[src/rtl/host_cmd_pkg.sv]
// Shared types and constants for the host command interface and its register file.
package host_cmd_pkg;

  typedef enum logic [1:0] {
    OP_ID     = 2'd0,
    OP_WRITE  = 2'd1,
    OP_READ   = 2'd2,
    OP_LAUNCH = 2'd3
  } opcode_e;

  typedef enum logic [1:0] {
    REG_A = 2'd0,
    REG_B = 2'd1,
    REG_Y = 2'd2
  } reg_id_e;

  typedef enum logic [1:0] {
    ST_IDLE  = 2'd0,
    ST_RESP  = 2'd1,
    ST_START = 2'd2,
    ST_WAIT  = 2'd3
  } state_e;

  localparam logic [31:0] ID_MAGIC = 32'hdeadbeef;

endpackage

[src/rtl/host_cmd_regs.sv]
// Operand/result registers a, b, y: host write port, read mux and core result capture.
module host_cmd_regs
  import host_cmd_pkg::*;
#(
  parameter int DATA_W = 8
) (
  input  logic              clock,
  input  logic              reset,
  input  logic              wr_en,
  input  logic [1:0]        wr_id,
  input  logic [DATA_W-1:0] wr_data,
  input  logic              y_cap_en,
  input  logic [DATA_W-1:0] y_cap_data,
  input  logic [1:0]        rd_id,
  output logic [DATA_W-1:0] rd_data,
  output logic [DATA_W-1:0] a,
  output logic [DATA_W-1:0] b
);

  logic [DATA_W-1:0] a_q, a_d;
  logic [DATA_W-1:0] b_q, b_d;
  logic [DATA_W-1:0] y_q, y_d;

  always_comb begin
    a_d = a_q;
    b_d = b_q;
    y_d = y_q;
    if (y_cap_en) begin
      y_d = y_cap_data;
    end
    if (wr_en) begin
      case (reg_id_e'(wr_id))
        REG_A:   a_d = wr_data;
        REG_B:   b_d = wr_data;
        REG_Y:   y_d = wr_data;
        default: ;
      endcase
    end
  end

  always_comb begin
    case (reg_id_e'(rd_id))
      REG_A:   rd_data = a_q;
      REG_B:   rd_data = b_q;
      REG_Y:   rd_data = y_q;
      default: rd_data = '0;
    endcase
  end

  always_ff @(posedge clock or negedge reset) begin
    if (!reset) begin
      a_q <= '0;
      b_q <= '0;
      y_q <= '0;
    end else begin
      a_q <= a_d;
      b_q <= b_d;
      y_q <= y_d;
    end
  end

  assign a = a_q;
  assign b = b_q;

endmodule

[src/rtl/host_cmd_if.sv]
// Host command front end for the accelerator: accepts ID/WRITE/READ/LAUNCH commands,
// drives the core operands and launch pulse, and returns one response per command.
module host_cmd_if
  import host_cmd_pkg::*;
#(
  parameter int DATA_W  = 8,
  parameter int TIMEOUT = 1024
) (
  input  logic              clock,
  input  logic              reset,
  input  logic              cmd_valid,
  output logic              cmd_ready,
  input  logic [31:0]       cmd_opcode,
  input  logic [31:0]       cmd_id,
  input  logic [31:0]       cmd_data,
  input  logic [31:0]       cmd_addr,
  output logic              rsp_valid,
  input  logic              rsp_ready,
  output logic [31:0]       rsp_data,
  output logic              rsp_error,
  output logic [DATA_W-1:0] acc_a,
  output logic [DATA_W-1:0] acc_b,
  output logic              acc_start,
  input  logic              acc_done,
  input  logic [DATA_W-1:0] acc_y
);

  localparam int CNT_W = $clog2(TIMEOUT);
  localparam logic [CNT_W-1:0] CNT_LAST = CNT_W'(TIMEOUT - 1);

  state_e            state_q, state_d;
  logic              cmd_ready_q, cmd_ready_d;
  logic              rsp_valid_q, rsp_valid_d;
  logic [31:0]       rsp_data_q, rsp_data_d;
  logic              rsp_error_q, rsp_error_d;
  logic              acc_start_q, acc_start_d;
  logic [CNT_W-1:0]  cnt_q, cnt_d;

  logic              wr_en;
  logic              y_cap_en;
  logic [DATA_W-1:0] rd_data;
  logic              accept;
  logic              id_ok;
  logic              addr_ok;

  assign accept  = cmd_valid && cmd_ready_q;
  assign id_ok   = (cmd_id < 32'd3);
  assign addr_ok = (cmd_addr == 32'd0);

  host_cmd_regs #(
    .DATA_W(DATA_W)
  ) u_regs (
    .clock      (clock),
    .reset      (reset),
    .wr_en      (wr_en),
    .wr_id      (cmd_id[1:0]),
    .wr_data    (cmd_data[DATA_W-1:0]),
    .y_cap_en   (y_cap_en),
    .y_cap_data (acc_y),
    .rd_id      (cmd_id[1:0]),
    .rd_data    (rd_data),
    .a          (acc_a),
    .b          (acc_b)
  );

  generate
    if (DATA_W < 32) begin : g_unused_data
      logic unused_data_bits;
      assign unused_data_bits = ^cmd_data[31:DATA_W];
    end
  endgenerate

  always_comb begin
    state_d     = state_q;
    cmd_ready_d = 1'b0;
    rsp_valid_d = rsp_valid_q;
    rsp_data_d  = rsp_data_q;
    rsp_error_d = rsp_error_q;
    acc_start_d = 1'b0;
    cnt_d       = cnt_q;
    wr_en       = 1'b0;
    y_cap_en    = 1'b0;

    case (state_q)
      ST_IDLE: begin
        // Ready rises one cycle after entering IDLE, giving the mandatory idle gap.
        cmd_ready_d = 1'b1;
        if (accept) begin
          cmd_ready_d = 1'b0;
          state_d     = ST_RESP;
          rsp_valid_d = 1'b1;
          rsp_data_d  = '0;
          rsp_error_d = 1'b1;
          if (cmd_opcode < 32'd4) begin
            case (opcode_e'(cmd_opcode[1:0]))
              OP_ID: begin
                rsp_data_d  = ID_MAGIC;
                rsp_error_d = 1'b0;
              end
              OP_WRITE: begin
                if (id_ok && addr_ok) begin
                  wr_en       = 1'b1;
                  rsp_error_d = 1'b0;
                end
              end
              OP_READ: begin
                if (id_ok && addr_ok) begin
                  rsp_data_d  = 32'(rd_data);
                  rsp_error_d = 1'b0;
                end
              end
              OP_LAUNCH: begin
                state_d     = ST_START;
                rsp_valid_d = 1'b0;
                rsp_error_d = 1'b0;
                acc_start_d = 1'b1;
              end
              default: ;
            endcase
          end
        end
      end

      ST_START: begin
        cnt_d   = '0;
        state_d = ST_WAIT;
      end

      ST_WAIT: begin
        if (acc_done) begin
          y_cap_en    = 1'b1;
          rsp_valid_d = 1'b1;
          rsp_data_d  = 32'(acc_y);
          rsp_error_d = 1'b0;
          state_d     = ST_RESP;
        end else if (cnt_q == CNT_LAST) begin
          rsp_valid_d = 1'b1;
          rsp_data_d  = '0;
          rsp_error_d = 1'b1;
          state_d     = ST_RESP;
        end else begin
          cnt_d = cnt_q + CNT_W'(1);
        end
      end

      ST_RESP: begin
        if (rsp_ready) begin
          rsp_valid_d = 1'b0;
          rsp_data_d  = '0;
          rsp_error_d = 1'b0;
          state_d     = ST_IDLE;
        end
      end

      default: state_d = ST_IDLE;
    endcase
  end

  always_ff @(posedge clock or negedge reset) begin
    if (!reset) begin
      state_q     <= ST_IDLE;
      cmd_ready_q <= 1'b0;
      rsp_valid_q <= 1'b0;
      rsp_data_q  <= '0;
      rsp_error_q <= 1'b0;
      acc_start_q <= 1'b0;
      cnt_q       <= '0;
    end else begin
      state_q     <= state_d;
      cmd_ready_q <= cmd_ready_d;
      rsp_valid_q <= rsp_valid_d;
      rsp_data_q  <= rsp_data_d;
      rsp_error_q <= rsp_error_d;
      acc_start_q <= acc_start_d;
      cnt_q       <= cnt_d;
    end
  end

  assign cmd_ready = cmd_ready_q;
  assign rsp_valid = rsp_valid_q;
  assign rsp_data  = rsp_data_q;
  assign rsp_error = rsp_error_q;
  assign acc_start = acc_start_q;

endmodule

[config.mk]
export PLATFORM = sky130hd
export DESIGN_NAME = host_cmd_if
export DESIGN_NICKNAME = d
export VERILOG_FILES = /design/src/rtl/host_cmd_pkg.sv /design/src/rtl/host_cmd_regs.sv /design/src/rtl/host_cmd_if.sv
export SDC_FILE = /design/constraint.sdc
export NUM_CORES = 1
export LEC_CHECK = 0
export BUFFER_PORTS_ARGS = -buffer_cell sky130_fd_sc_hd__buf_2
export CORE_MARGIN = 3
export CORE_UTILIZATION = 43
export CTS_CLUSTER_SIZE = 30
export DETAILED_ROUTE_END_ITERATION = 6
export PLACE_DENSITY = 0.81
export SYNTH_ARGS = -nofsm -noshare
export SYNTH_HDL_FRONTEND = slang
export SYNTH_SLANG_ARGS = --single-unit
[constraint.sdc]
create_clock -name clock -period 2.3 [get_ports clock]
set_clock_uncertainty 0.05 [all_clocks]
set_input_delay 0.115 -clock clock [delete_from_list [all_inputs] [get_ports clock]]
set_output_delay 0.115 -clock clock [all_outputs]
set_load 0.02 [all_outputs]
==> results of run 1 <==
==> metal layers <==
metal,GRT usage (%),routed length [um]
met4,5.68,106
met1,28.4,3600
met3,4.33,560
met5,0,0
met2,35.2,4020
==> state kept, by name, indices dropped and copies added (netlist names) <==
| register | count |
|---|---|
| cnt_q | 10 |
| rsp_data | 9 |
| u_regs.a | 8 |
| u_regs.b | 8 |
| u_regs.y_q | 8 |
| state_q | 2 |
| acc_start | 1 |
| cmd_ready | 1 |
| rsp_error | 1 |
| rsp_valid | 1 |
==> what timing repair did <==
item,4_1_cts,5_1_grt
gates resized for setup,0,0
hold buffers,7,0
endpoints found under the hold margin,29,0
endpoints found under the setup margin,0,0
==> cell usage in the layout, fill, tap and decap left out, drive strengths merged, types with 2 or more instances in the layout <==
cell	netlist	final
o21ai	13	13
and4	3	3
a211oi	2	2
nor2b	4	4
a31oi	9	9
xor2	8	8
a21oi	2	2
mux2	24	24
nand3	9	9
inv	7	7
nor4	23	23
dfrtp	49	49
dlygate4sd3	0	7
clkbuf	8	6
nand2b	3	3
mux2i	8	8
a22o	3	3
ha	6	6
nor2	20	20
buf	29	175
o21a	2	2
conb	1	7
nand4	16	16
and2	2	2
nand2	36	36
and3	8	8
==> worst register-to-register path, stage by stage, from the launching register on <==
cell and delay (ps):
dfrtp_1 420, ha_1 220, and4_1 300, and3_1 180, o21a_1 190, a21boi_2 360, a31oi_1 140
==> cells by family after synthesis <==
| group | share of synthesized area, % |
|---|---|
| simple gates | 24.6 |
| flops | 41.1 |
| buf+inv | 9.06 |
| compound gates | 7.21 |
| mux | 12.7 |
| xor+xnor | 2.64 |
| fa+ha+maj | 2.52 |
| other cells | 0.126 |
==> power by group <==
group | switching [uW] | total, uW | leakage (uW) | internal [uW]
logic | 426 | 714 | 0.00149 | 288
clock network | 292 | 618 | 0.0000554 | 327
registers | 66.2 | 1040 | 0.000660 | 969
==> through the flow <==
stage | total power (uW) | utilization [%] | hold WS [ps]
6_report | 2370 | 60.9 | 9.85
4_1_cts | 2390 | 60.9 | 5.01
3_3_place_gp | 1740 | 58.1 | 37.2
2_1_floorplan | 1450 | - | -231
3_5_place_dp | 1760 | 58.1 | 47.1
5_1_grt | 2520 | 60.9 | 10.5
==> Yosys cell counts (all sizes together) <==
| cell | n |
|---|---|
| xnor2 | 1 |
| buf | 29 |
| dfrtp | 49 |
| nor2 | 20 |
| conb | 1 |
| and4 | 3 |
| nand2 | 36 |
| and4bb | 1 |
| nand4 | 16 |
| and3 | 8 |
| a22o | 3 |
| nand2b | 3 |
| nor2b | 4 |
| mux2i | 8 |
| nor3 | 1 |
| inv | 7 |
| a21boi | 1 |
| mux2 | 24 |
| nor4 | 23 |
| o211ai | 1 |
| nand3b | 1 |
| o21ai | 13 |
| nand4b | 1 |
| ha | 6 |
| xor2 | 8 |
| o21a | 2 |
| a31oi | 9 |
| a211oi | 2 |
| clkbuf | 8 |
| a21oi | 2 |
| nand3 | 9 |
| and2 | 2 |
| a41oi | 1 |
==> layout make-up <==
cell class | count | area (um^2) | share of cell area, %
Tap cell | 77 | 96.3 | 2.42
Inverter | 7 | 26.3 | 0.661
Sequential cell | 49 | 1230 | 30.8
Timing Repair Buffer | 182 | 1010 | 25.3
Multi-Input combinational cell | 216 | 1510 | 38.0
Clock buffer | 6 | 72.6 | 1.83
Clock inverter | 2 | 38.8 | 0.975
==> worst max path at each step <==
stage / from / to / slack (ps) / cells after the start
CTS: cnt_q[0] / rsp_data[5] / 280 / 6
global route: cnt_q[0] / rsp_data[5] / 140 / 6
floorplan: cnt_q[0] / cnt_q[4] / 430 / 7
detailed placement: cmd_opcode[30] / u_regs.b[2] / 230 / 7
global placement: cmd_opcode[14] / u_regs.b[5] / 310 / 9
finish: cnt_q[0] / rsp_data[5] / 310 / 6
==> reports/qor.csv, run 1 <==
stage,metric,value,unit
global_route,grt_pass1_wl,13100,um
timing,tightest_slew,588,ps
cells_and_area,fin_cells,539,
timing,finalSetupViolCount,0,
place,pre_cts_ws,229,ps
die,core_area,6530,um^2
worst_setup_path,cp.arrival,2120,ps
routing,drt_pass1_iterations,4,
place,io_buffers,161,
yosys,synth.area.top_cells,"dfrtp_1 (41%), buf_4 (6.3%), mux2_1 (6.0%)",
job,cap_violations,0,
routing,avgRoutedWirePerCell,15.4,um
die,num_rows,29,
timing,max_slew_margin,60.7,%
routing,drtIter0Drc,96,
yosys,syn_avg_cell_area,9.85,um^2
routing,drc,0,
timing,final.setup.tns,0,ps
worst_setup_path,critPathMaxFanout,7,
clock_network,clock_latency,310,ps
clock_network,clockBufferDepth,2,
worst_setup_path,critical_path_class,reg -> reg,
clock_network,cts_inserted_buffers,5,
routing,vias,2821,
hold_path,min-delay-start,cmd_data[7],
clock_network,cts_max_level,2,
global_route,antenna_found_initial,0,
routing,drt_wl_total,8290,um
power_and_ir_drop,power.leakage,0.00220,uW
timing,finalCritPeriodShare,86.6,%
global_route,grt_overflow,0,
worst_setup_path,r2r_slack,310,ps
clock_network,cts_setup_buffers,0,
worst_setup_path,critical-path-top-delay-family,compound AO/OA/AOI/OAI gates,
timing,setup_ws,308,ps
worst_setup_path,r2r_end,rsp_data[5],
cells_and_area,finish.instance_area,3980,um^2
place,hpwl,6670,um
timing,min_period,1990,ps
hold_path,hp-class,in -> reg,
place,post_dp_cell_area,3790,um^2
worst_setup_path,crit_required,2430,ps
die,ios,193,
die,die_area,7980,um^2
timing,hold_viol,0,
routing,vias_per_cell,5.23,
worst_setup_path,path_cells,ha_1 > and4_1 > and3_1 > o21a_1 > a21boi_2 > a31oi_1,
worst_setup_path,cp-end-kind,register,
clock_network,cts_tree,done,
cells_and_area,area_growth,33.2,%
timing,fmax,502,MHz
yosys,yosysTopAreaCell,dfrtp_1,
die,start_util,45.7,%
worst_setup_path,worst-r2r-cell-count,6,
clock_network,cts.sinks,49,
timing,drv_slew,0,
timing,rsz0062_at_grt,no,
yosys,seq_area_frac_synth,41.1,%
place,gp_congestion,0.979,
yosys,syn-instance-count,303,
power_and_ir_drop,p_per_area,596,nW/um^2
status,status,"finished, final reports clean",
yosys,synth_cell_type_count,40,
routing,ant_nets,0,
cells_and_area,fin_nets,608,
clock_network,cts_root_buf,clkbuf_8,
hold_path,hold_path_end,u_regs.b[7],
power_and_ir_drop,peakVddDrop,0.000492,V
worst_setup_path,cp_slowest_stage_delay,420,ps
place,dp_cells,524,
worst_setup_path,r2r_start,cnt_q[0],
die,die_w,89.3,um
global_route,grt_max_degree,22,
worst_setup_path,cp-start-kind,register,
global_route,groute.usage.overall,21.3,%
cells_and_area,drive_gt1_share,42.9,%
yosys,synth_warnings,0,
clock_network,clk_pin_slew,90,ps
global_route,grt_pass1_vias,2810,
cells_and_area,fillers,560,
worst_setup_path,crit_buf_inv,0,
yosys,synth_top_area_share,41.1,%
worst_setup_path,crit_slowest_cell,dfrtp_1,
cells_and_area,antenna_cells,0,
die,die_h,89.3,um
yosys,ys_ff_latch,49,
hold_path,min_delay_path_depth,2,
yosys,synthesis.area,2980,um^2
No activity file was read; power rests on OpenSTA's default activity.
==> run 2: changes to the inputs <==
==> constraint.sdc (replaced) <==
create_clock -name clock -period 2.3 [get_ports clock]
set_clock_uncertainty 0.05 [all_clocks]
set_input_delay 0.46 -clock clock [delete_from_list [all_inputs] [get_ports clock]]
set_output_delay 0.46 -clock clock [all_outputs]
set_load 0.02 [all_outputs]
==> reports/qor.csv, run 2 (synthesized netlist as in run 1, its figures left out) <==
stage,metric,value,unit,change
die,core_area,6530,um^2,unchanged
die,die_h,89.3,um,unchanged
routing,drt_wl_total,8570,um,+3.5%
clock_network,cts_tree,done,,
place,hpwl,6930,um,+3.9%
cells_and_area,antenna_cells,0,,unchanged
die,die_area,7980,um^2,unchanged
clock_network,cts.repair.resized,0,,unchanged
place,post_dp_cell_area,3810,um^2,+0.40%
clock_network,cts.sinks,49,,unchanged
cells_and_area,largest_reg_flops,10,,unchanged
cells_and_area,fin_cells,534,,-0.93%
power_and_ir_drop,p_per_area,607,nW/um^2,+1.9%
worst_setup_path,r2r_slack,270,ps,-40 ps
timing,min_period,2030,ps,+40.3 ps
cells_and_area,final_cell_mix,"buf_2 (161), dfrtp_1 (49), nand2_1 (36), nor2_1 (19), nor4_1 (18)",,
worst_setup_path,cp-end-kind,register,,
job,cap_violations,0,,unchanged
routing,drt_pass1_iterations,4,,unchanged
clock_network,cts_root_buf,clkbuf_8,,
clock_network,clockBufferDepth,2,,unchanged
cells_and_area,top_register,cnt_q,,
hold_path,hp-class,in -> async,,
cells_and_area,fin_nets,603,,-0.82%
power_and_ir_drop,peakVddDrop,0.000606,V,+23%
global_route,grt_pass1_wl,13700,um,+4.5%
global_route,grt_max_degree,30,,+36%
worst_setup_path,cp_slowest_stage_delay,420,ps,about the same
routing,drc,0,,unchanged
cells_and_area,area_growth,31.5,%,
timing,max_slew_margin,57.5,%,-3.2 points
worst_setup_path,critical_path_class,reg -> reg,,
status,status,"finished, final reports clean",,
clock_network,cts_max_level,2,,unchanged
clock_network,cts_inserted_buffers,5,,unchanged
cells_and_area,final_common_cell,buf_2,,
place,gp_congestion,0.886,,-9.5%
clock_network,hold_buffers,0,,-7
worst_setup_path,crit_required,2430,ps,about the same
global_route,grt_overflow,0,,unchanged
global_route,groute.usage.overall,22.1,%,+0.87 points
worst_setup_path,cp.arrival,2160,ps,+40 ps
die,num_rows,29,,unchanged
power_and_ir_drop,power.leakage,0.00218,uW,-0.94%
routing,drtIter0Drc,90,,-6.3%
timing,finalCritPeriodShare,88.4,%,+1.8 points
timing,fmax,492,MHz,-2.0%
global_route,antenna_found_initial,0,,unchanged
timing,tightest_slew,638,ps,+49.1 ps
place,dp_cells,526,,+0.38%
cells_and_area,finish.instance_area,3930,um^2,-1.3%
place,io_buffers,161,,unchanged
worst_setup_path,path_cells,ha_1 > and4_1 > and3_1 > o21a_1 > a21boi_2 > a31oi_1,,
die,start_util,45.7,%,unchanged
worst_setup_path,cp-start-kind,register,,
die,ios,193,,unchanged
clock_network,clk_pin_slew,90,ps,about the same
timing,whs,108,ps,+98.6 ps
clock_network,clock_latency,320,ps,about the same
timing,rsz0062_at_grt,no,,
clock_network,cts_setup_buffers,0,,unchanged
worst_setup_path,crit_slowest_cell,dfrtp_1,,
timing,hold_viol,0,,unchanged
worst_setup_path,critPathMaxFanout,7,,unchanged
timing,finalSetupViolCount,0,,unchanged
routing,vias,2818,,-0.11%
timing,drv_slew,0,,unchanged
global_route,grt_pass1_vias,2933,,+4.4%
routing,ant_nets,0,,unchanged
die,die_w,89.3,um,unchanged
routing,avgRoutedWirePerCell,16.1,um,+4.4%
cells_and_area,drive_gt1_share,44.0,%,+1.1 points
routing,vias_per_cell,5.28,,+0.83%
[run 2: final timing paths]
check / start / to / cells past startpoint
setup / recovery: cnt_q[0] / rsp_data[2] / 6
hold / removal: reset / cmd_ready / 1
setup reg to reg: cnt_q[0] / rsp_data[2] / 6
hold reg to reg: rsp_valid / rsp_valid / 1
max in group asynchronous: reset / u_regs.b[3] / 2
min in group clock: cmd_valid / cmd_ready / 2
[run 2: metal layers]
layer	global-route usage, %	share of wire (%)	vias to the layer above
li1	-	-	1367
met1	28.6	42	1327
met2	37.6	50	110
met3	4.06	6.3	14
met4	6.90	1.6	0
met5	0	0	-
[run 2: metrics by stage]
step | worst slack [ps] | util (%) | power (uW) | TNS [ps]
after detailed placement | -73.4 | 58.3 | 1760 | -1060
after floorplan | 269 | - | 1450 | 0
after global placement | -66.4 | 58.3 | 1740 | -1190
after global routing | 123 | 60.1 | 2500 | 0
final | 268 | 60.1 | 2380 | 0
after CTS | 254 | 60.1 | 2390 | 0
[run 2: power by group]
part / total [uW] / leakage, uW / internal, uW / switching [uW]
Combinational: 703 / 0.00147 / 280 / 423
Sequential: 1040 / 0.000660 / 969 / 70.8
Clock: 639 / 0.0000543 / 326 / 313
Total: 2380 / 0.00218 / 1580 / 807
[run 2: layout make-up]
class / count / area [um^2]
clock buffers: 5 / 68.8
clock inverters: 3 / 46.3
fillers: 560 / 2610
well taps: 77 / 96.3
inverters: 7 / 26.3
repair buffers: 177 / 951
multi-input cells: 216 / 1510
flip-flops and latches: 49 / 1230
[run 2: critical path, delay by kind of cell (launching register included)]
kind,cells,cell delay [ps]
simple gates,2,500
compound gates,3,710
fa+ha+maj,1,230
flops,1,420
